--- src/rtl/sym_err_meter.sv ---
// Symbol error meter: compares rx symbols against delayed tx symbols and latches per-window counts.
// Optional macro SYM_ERR_FIRST_IDX_EN adds first-error-index tracking within each window.
module sym_err_meter #(
  parameter int SYM_W = 2,
  parameter int DELAY = 3,
  parameter int CNT_W = 22
) (
  input  logic             clk,
  input  logic             reset,
  input  logic             clk_en,
  input  logic             arm,
  input  logic             window,
  input  logic [SYM_W-1:0] tx_sym_i,
  input  logic [SYM_W-1:0] tx_sym_q,
  input  logic [SYM_W-1:0] rx_sym_i,
  input  logic [SYM_W-1:0] rx_sym_q,
  output logic [CNT_W-1:0] err_cnt_i,
  output logic [CNT_W-1:0] err_cnt_q,
  output logic [CNT_W-1:0] sym_cnt,
  output logic             sat,
  output logic             done,
  output logic             busy,
  output logic             err_now,
  output logic [CNT_W-1:0] first_err_idx
);

  localparam logic [1:0] ST_IDLE  = 2'd0;
  localparam logic [1:0] ST_ARMED = 2'd1;
  localparam logic [1:0] ST_MEAS  = 2'd2;

  localparam logic [CNT_W-1:0] CNT_ZERO = {CNT_W{1'b0}};
  localparam logic [CNT_W-1:0] CNT_ONE  = {{(CNT_W-1){1'b0}}, 1'b1};
  localparam logic [CNT_W-1:0] CNT_MAX  = {CNT_W{1'b1}};

  // Saturating increment; the extra MSB flags an increment that hit the ceiling.
  function automatic logic [CNT_W:0] sat_inc(input logic [CNT_W-1:0] val, input logic inc);
    logic [CNT_W:0] res;
    if (inc && (val == CNT_MAX)) begin
      res = {1'b1, val};
    end else begin
      res = {1'b0, val + {{(CNT_W-1){1'b0}}, inc}};
    end
    return res;
  endfunction

  logic [SYM_W-1:0] tx_dly_i_s;
  logic [SYM_W-1:0] tx_dly_q_s;
  logic             mism_i_s;
  logic             mism_q_s;
  logic             mism_any_s;

  logic [1:0]       state_q, state_d;
  logic [CNT_W-1:0] acc_sym_q, acc_sym_d;
  logic [CNT_W-1:0] acc_ei_q, acc_ei_d;
  logic [CNT_W-1:0] acc_eq_q, acc_eq_d;
  logic             ovf_q, ovf_d;
  logic             load_s, inc_s, latch_s;
  logic [CNT_W:0]   sum_sym_s, sum_ei_s, sum_eq_s;

  logic [CNT_W-1:0] err_cnt_i_q, err_cnt_q_q, sym_cnt_q;
  logic             sat_q, done_q, busy_q, err_now_q;

  generate
    if (DELAY == 0) begin : g_nodly
      assign tx_dly_i_s = tx_sym_i;
      assign tx_dly_q_s = tx_sym_q;
    end else begin : g_dly
      logic [SYM_W-1:0] dlyi_q [DELAY];
      logic [SYM_W-1:0] dlyq_q [DELAY];

      // tx alignment shift register, one stage per symbol beat
      always_ff @(posedge clk or posedge reset) begin
        if (reset) begin
          for (int k = 0; k < DELAY; k++) begin
            dlyi_q[k] <= {SYM_W{1'b0}};
            dlyq_q[k] <= {SYM_W{1'b0}};
          end
        end else if (clk_en) begin
          dlyi_q[0] <= tx_sym_i;
          dlyq_q[0] <= tx_sym_q;
          for (int k = 1; k < DELAY; k++) begin
            dlyi_q[k] <= dlyi_q[k-1];
            dlyq_q[k] <= dlyq_q[k-1];
          end
        end
      end

      assign tx_dly_i_s = dlyi_q[DELAY-1];
      assign tx_dly_q_s = dlyq_q[DELAY-1];
    end
  endgenerate

  assign mism_i_s   = (rx_sym_i != tx_dly_i_s);
  assign mism_q_s   = (rx_sym_q != tx_dly_q_s);
  assign mism_any_s = mism_i_s | mism_q_s;

  assign sum_sym_s = sat_inc(acc_sym_q, 1'b1);
  assign sum_ei_s  = sat_inc(acc_ei_q, mism_i_s);
  assign sum_eq_s  = sat_inc(acc_eq_q, mism_q_s);

  // FSM next state; arm low wins over window
  always_comb begin
    state_d = state_q;
    load_s  = 1'b0;
    inc_s   = 1'b0;
    latch_s = 1'b0;
    if (clk_en) begin
      if (!arm) begin
        state_d = ST_IDLE;
      end else begin
        case (state_q)
          ST_IDLE: state_d = ST_ARMED;
          ST_ARMED: begin
            if (window) begin
              state_d = ST_MEAS;
              load_s  = 1'b1;
            end else begin
              state_d = ST_ARMED;
            end
          end
          ST_MEAS: begin
            if (window) begin
              latch_s = 1'b1;
              load_s  = 1'b1;
            end else begin
              inc_s = 1'b1;
            end
          end
          default: state_d = ST_IDLE;
        endcase
      end
    end else begin
      state_d = state_q;
    end
  end

  // Accumulator next state: reload on window start, saturating count otherwise
  always_comb begin
    acc_sym_d = acc_sym_q;
    acc_ei_d  = acc_ei_q;
    acc_eq_d  = acc_eq_q;
    ovf_d     = ovf_q;
    if (load_s) begin
      acc_sym_d = CNT_ONE;
      acc_ei_d  = {{(CNT_W-1){1'b0}}, mism_i_s};
      acc_eq_d  = {{(CNT_W-1){1'b0}}, mism_q_s};
      ovf_d     = 1'b0;
    end else if (inc_s) begin
      acc_sym_d = sum_sym_s[CNT_W-1:0];
      acc_ei_d  = sum_ei_s[CNT_W-1:0];
      acc_eq_d  = sum_eq_s[CNT_W-1:0];
      ovf_d     = ovf_q | sum_sym_s[CNT_W] | sum_ei_s[CNT_W] | sum_eq_s[CNT_W];
    end else begin
      ovf_d = ovf_q;
    end
  end

  // State, accumulators and latched results; done is a single-clk pulse
  always_ff @(posedge clk or posedge reset) begin
    if (reset) begin
      state_q     <= ST_IDLE;
      acc_sym_q   <= CNT_ZERO;
      acc_ei_q    <= CNT_ZERO;
      acc_eq_q    <= CNT_ZERO;
      ovf_q       <= 1'b0;
      err_cnt_i_q <= CNT_ZERO;
      err_cnt_q_q <= CNT_ZERO;
      sym_cnt_q   <= CNT_ZERO;
      sat_q       <= 1'b0;
      done_q      <= 1'b0;
      busy_q      <= 1'b0;
      err_now_q   <= 1'b0;
    end else begin
      done_q <= latch_s;
      if (clk_en) begin
        state_q   <= state_d;
        busy_q    <= (state_d != ST_IDLE);
        err_now_q <= mism_any_s;
        acc_sym_q <= acc_sym_d;
        acc_ei_q  <= acc_ei_d;
        acc_eq_q  <= acc_eq_d;
        ovf_q     <= ovf_d;
        if (latch_s) begin
          sym_cnt_q   <= acc_sym_q;
          err_cnt_i_q <= acc_ei_q;
          err_cnt_q_q <= acc_eq_q;
          sat_q       <= ovf_q;
        end
      end
    end
  end

`ifdef SYM_ERR_FIRST_IDX_EN
  logic [CNT_W-1:0] first_q, first_d, first_out_q;

  // All-ones means no error seen yet in this window
  always_comb begin
    first_d = first_q;
    if (load_s) begin
      first_d = mism_any_s ? CNT_ZERO : CNT_MAX;
    end else if (inc_s && (first_q == CNT_MAX) && mism_any_s) begin
      first_d = acc_sym_q;
    end else begin
      first_d = first_q;
    end
  end

  // First-error index tracking and latch
  always_ff @(posedge clk or posedge reset) begin
    if (reset) begin
      first_q     <= CNT_MAX;
      first_out_q <= CNT_MAX;
    end else if (clk_en) begin
      first_q <= first_d;
      if (latch_s) begin
        first_out_q <= first_q;
      end
    end
  end

  assign first_err_idx = first_out_q;
`else
  assign first_err_idx = CNT_ZERO;
`endif

  assign err_cnt_i = err_cnt_i_q;
  assign err_cnt_q = err_cnt_q_q;
  assign sym_cnt   = sym_cnt_q;
  assign sat       = sat_q;
  assign done      = done_q;
  assign busy      = busy_q;
  assign err_now   = err_now_q;

endmodule

--- config.mk ---
export PLATFORM = sky130hd
export DESIGN_NAME = sym_err_meter
export DESIGN_NICKNAME = d
export VERILOG_FILES = /design/src/rtl/sym_err_meter.sv
export SDC_FILE = /design/constraint.sdc
export NUM_CORES = 1
export LEC_CHECK = 0
export CAP_MARGIN = 20
export CORE_ASPECT_RATIO = 1.4
export CORE_MARGIN = 3
export CORE_UTILIZATION = 50
export DETAILED_ROUTE_END_ITERATION = 8
export PLACE_DENSITY = 0.76
export SETUP_SLACK_MARGIN = 0.1
export SLEW_MARGIN = 20
export SYNTH_ARGS = -nofsm -noshare
export SYNTH_HDL_FRONTEND = slang
export SYNTH_SLANG_ARGS = --single-unit
--- constraint.sdc ---
create_clock -name clk -period 6.85 [get_ports clk]
set_input_delay 1.37 -clock clk [delete_from_list [all_inputs] [get_ports clk]]
set_output_delay 1.37 -clock clk [all_outputs]
set_load 0.01 [all_outputs]
==> results.md <==
- Slowest CP cell: clkdlybuf4s50_1
- Worst EP arrival: 4400 ps
- Synth area leaders: dfrtp_1 (52%), mux2_2 (12%), xor2_1 (2.6%)
- Rel. slew slack: 35.5%
- Post-synth top area share: 51.9%
- Pin count of the biggest net entering global routing: 93
- Overall Power: 2.24 mW
- Final worst setup slack: 2800 ps
- Final core occ: 62.1%
- IO buf count: 82
- Routed length per instance: 16.9 um
- R2R depth: 7
- Critical Path Start: clk_en
- Synth Register Bits: 151
- Postcts setup bufs: 0
- Max Freq: 247 MHz
- Final worst path period need: 4050 ps
- Hold path endpoint: sym_cnt[15]
- Endpoints failing setup: 0
- Starting Density: 51.7%
- Clock buffer depth: 2
- Setup TNS: 0 ps
- Share of layout cells above drive strength 1: 16.5%
- H-tree depth: 4
- First-pass GRT wire length: 26300 um
- VDD IR max: 0.161 mV
- PwrDens: 256 nW/um^2
- Register area share after synthesis: 51.9%
- Critical Path End Type: flop
- DIE AREA: 16100 um^2
- Worst Path Required: 7200 ps
- Max Slew Vio Count: 0
- Cell Area, Synth: 7280 um^2
- All-Layer GR Usage: 20.4%
- Yosys top cell by area: dfrtp_1
- Top sig layer: met4
- RSZ-0062 raised after global routing: false
- Layout fillers: 1118
- Post-cts sizing count: 0
- Detail Route Antenna Nets: 0
- Worst r2r src: state_q[0]
- N_diodes: 0
- Area of the multi-input gates: 3250 um^2
- Via Count: 5359
- CTS Root Cell: clkbuf_16
- Placed cells: 889
- Mapped Cells: 651
- Antenna violations before repair: 0
- Share of flip-flops with an asynchronous set or reset: 100%
- Static Leak: 3.89 nW
- CTS Hold Bufs: 0
- Remaining DRCs: 0
- Slowest stage delay, CP: 1040 ps
- Worst-Margin Slew: 965 ps
- Ys Warns: 0
- Critical Path Fanout Max: 23
- Max-cap violations: 0
- Met2 wire len: 8060 um
- DR vias/cell: 5.83
- Yosys cell types: 60
- CTS tree: yes
- Met1 WL: 6330 um
- Fin cells: 920
- Worst hold stages: 1
- Vias in the first global route: 5444
- Startpoint Class: input pin
- Hold Startpoint: sym_cnt[15]
- Core ar.: 14100 um^2
- Dpl ws: 2400 ps
- RR Endpoint: acc_eq_q[14]
- Total CTS buffers: 17
- Sequential cell area: 3780 um^2
- Worst skew pair latency: 430 ps
- RD Place Congestion: 0.881
- Critical path class: in -> reg
- Row count: 51
- Grt total ovfl: 0
- Critical Path, Cell by Cell: clkdlybuf4s50_1 -> nand2_1 -> nor2_4 -> o21ai_1 -> or4_1 -> a21oi_1
- Reg clk slew, reported paths: 60 ps
- Layout area overhead: 20.2%
- Starting DRT DRC Count: 274
- Sink Count: 151
- Synth Flop Type: dfrtp_1
- Die Y: 149 um
- Minimum setup slack among reg-to-reg paths: 4110 ps
- Final net count: 745
- Status: complete, no violations
- Final period utilization: 59.1%
- Final WL: 15500 um
- Final hold vios: 0
- Syn Area/Cell: 11.2 um^2
- Post-synth EDFFs: 0
- Setup Skew: 6.19 ps
- Hold Path Class: reg -> reg
- First-pass DRT Iterations: 5
- HPWL Detailed: 10400 um
- Met3 wire length: 784 um
- Die width: 108 um
- I/O pin count: 105
area by class of cell:
| cell class | instances | area share (%) |
|---|---|---|
| Multi-Input combinational cell | 457 | 37.2 |
| Clock buffer | 23 | 5.57 |
| Clock inverter | 8 | 1.37 |
| Timing Repair Buffer | 83 | 9.46 |
| Inverter | 13 | 0.615 |
| Sequential cell | 151 | 43.2 |
| Tap cell | 185 | 2.64 |
critical path, delay by kind of cell:
kind	cells	cell delay, ps
buffers and inverters	1	1040
AND/OR/NAND/NOR	3	1460
AO/OA/AOI/OAI	2	520
metal layers:
metal,track usage [%],vias up
met2,34.6,174
met3,4.46,27
met4,8.02,0
met1,25.3,2674
li1,-,2484
met5,0,-
synth_stat cells, types with 5 or more instances:
| master | instances |
|---|---|
| nand3_1 | 25 |
| ha_1 | 9 |
| inv_1 | 13 |
| or3_1 | 11 |
| xnor2_1 | 11 |
| and3_1 | 7 |
| xor2_1 | 22 |
| or4_1 | 9 |
| a31oi_1 | 7 |
| mux2i_1 | 7 |
| nand2_1 | 45 |
| o2111ai_1 | 8 |
| nand4_1 | 19 |
| and2_1 | 9 |
| and4_1 | 12 |
| clkbuf_1 | 20 |
| o211ai_1 | 10 |
| o21ai_0 | 28 |
| mux2_2 | 76 |
| buf_4 | 22 |
| o31ai_1 | 9 |
| a21oi_1 | 22 |
| nor2_1 | 40 |
| nor3_1 | 5 |
| dfrtp_1 | 151 |
sequential cells by signal, summed over array words and instances (netlist names):
name,count
g_dly.dlyi_q,4
tx_dly_q_s,2
err_cnt_i,22
busy,1
acc_sym_q,22
err_now,1
sym_cnt,22
sat,1
acc_ei_q,22
acc_eq_q,22
state_q,2
done,1
err_cnt_q,22
ovf_q,1
tx_dly_i_s,2
g_dly.dlyq_q,4
logic make-up after synthesis:
family	Yosys count	synth area share, %
and+or+nand+nor	204	15.4
DFF	151	51.9
AOI/OAI and AO/OA	106	9.62
muxes	83	12.7
buffers and inverters	64	4.79
xor gates and xnor gates	33	3.97
adders and majority gates	9	1.55
other	1	0.0515
worst max path at each step:
stage                              end  slack [ps]  depth (start not counted)
after global routing      acc_eq_q[12]        2540                          6
after detailed placement  acc_eq_q[14]        2400                          6
after global placement    acc_eq_q[14]        2500                          6
after floorplan            acc_ei_q[0]        1420                          1
after CTS                 acc_eq_q[10]        2810                          6
final                     acc_eq_q[14]        2800                          6
power breakdown:
part | internal, mW | switching, mW
Clock | 0.607 | 0.355
Sequential | 0.951 | 0.0651
Combinational | 0.117 | 0.146
through the flow:
step	hold WS, ps	cell area, um^2
detailed placement	487	8140
floorplan	454	7360
CTS	505	8750
global placement	469	8140
global route	514	8750
finish	503	8750
cell usage in the layout, fill, tap and decap left out, types with 3 or more instances in the layout:
cell | synthesis | layout
or4_1 | 9 | 9
nand3_1 | 25 | 24
and3_1 | 7 | 6
a21oi_1 | 22 | 22
bufinv_16 | 0 | 3
a211oi_1 | 4 | 4
xor2_1 | 22 | 22
o21ai_0 | 28 | 28
inv_1 | 13 | 12
nand2b_1 | 4 | 4
clkbuf_8 | 0 | 4
mux2_2 | 76 | 76
nand4_1 | 19 | 19
conb_1 | 1 | 22
o211ai_1 | 10 | 10
nand2_1 | 45 | 45
clkdlybuf4s50_1 | 0 | 82
and4_1 | 12 | 12
a31oi_1 | 7 | 7
clkbuf_16 | 0 | 17
nor2_1 | 40 | 40
mux2i_1 | 7 | 7
or3_1 | 11 | 11
dfrtp_1 | 151 | 151
and2_1 | 9 | 9
clkinv_2 | 0 | 3
ha_1 | 9 | 9
xnor2_1 | 11 | 11
nor3_1 | 5 | 5
nor4_1 | 4 | 4
o31ai_1 | 9 | 9
o2111ai_1 | 8 | 8
(Power assumes the default switching activity.)
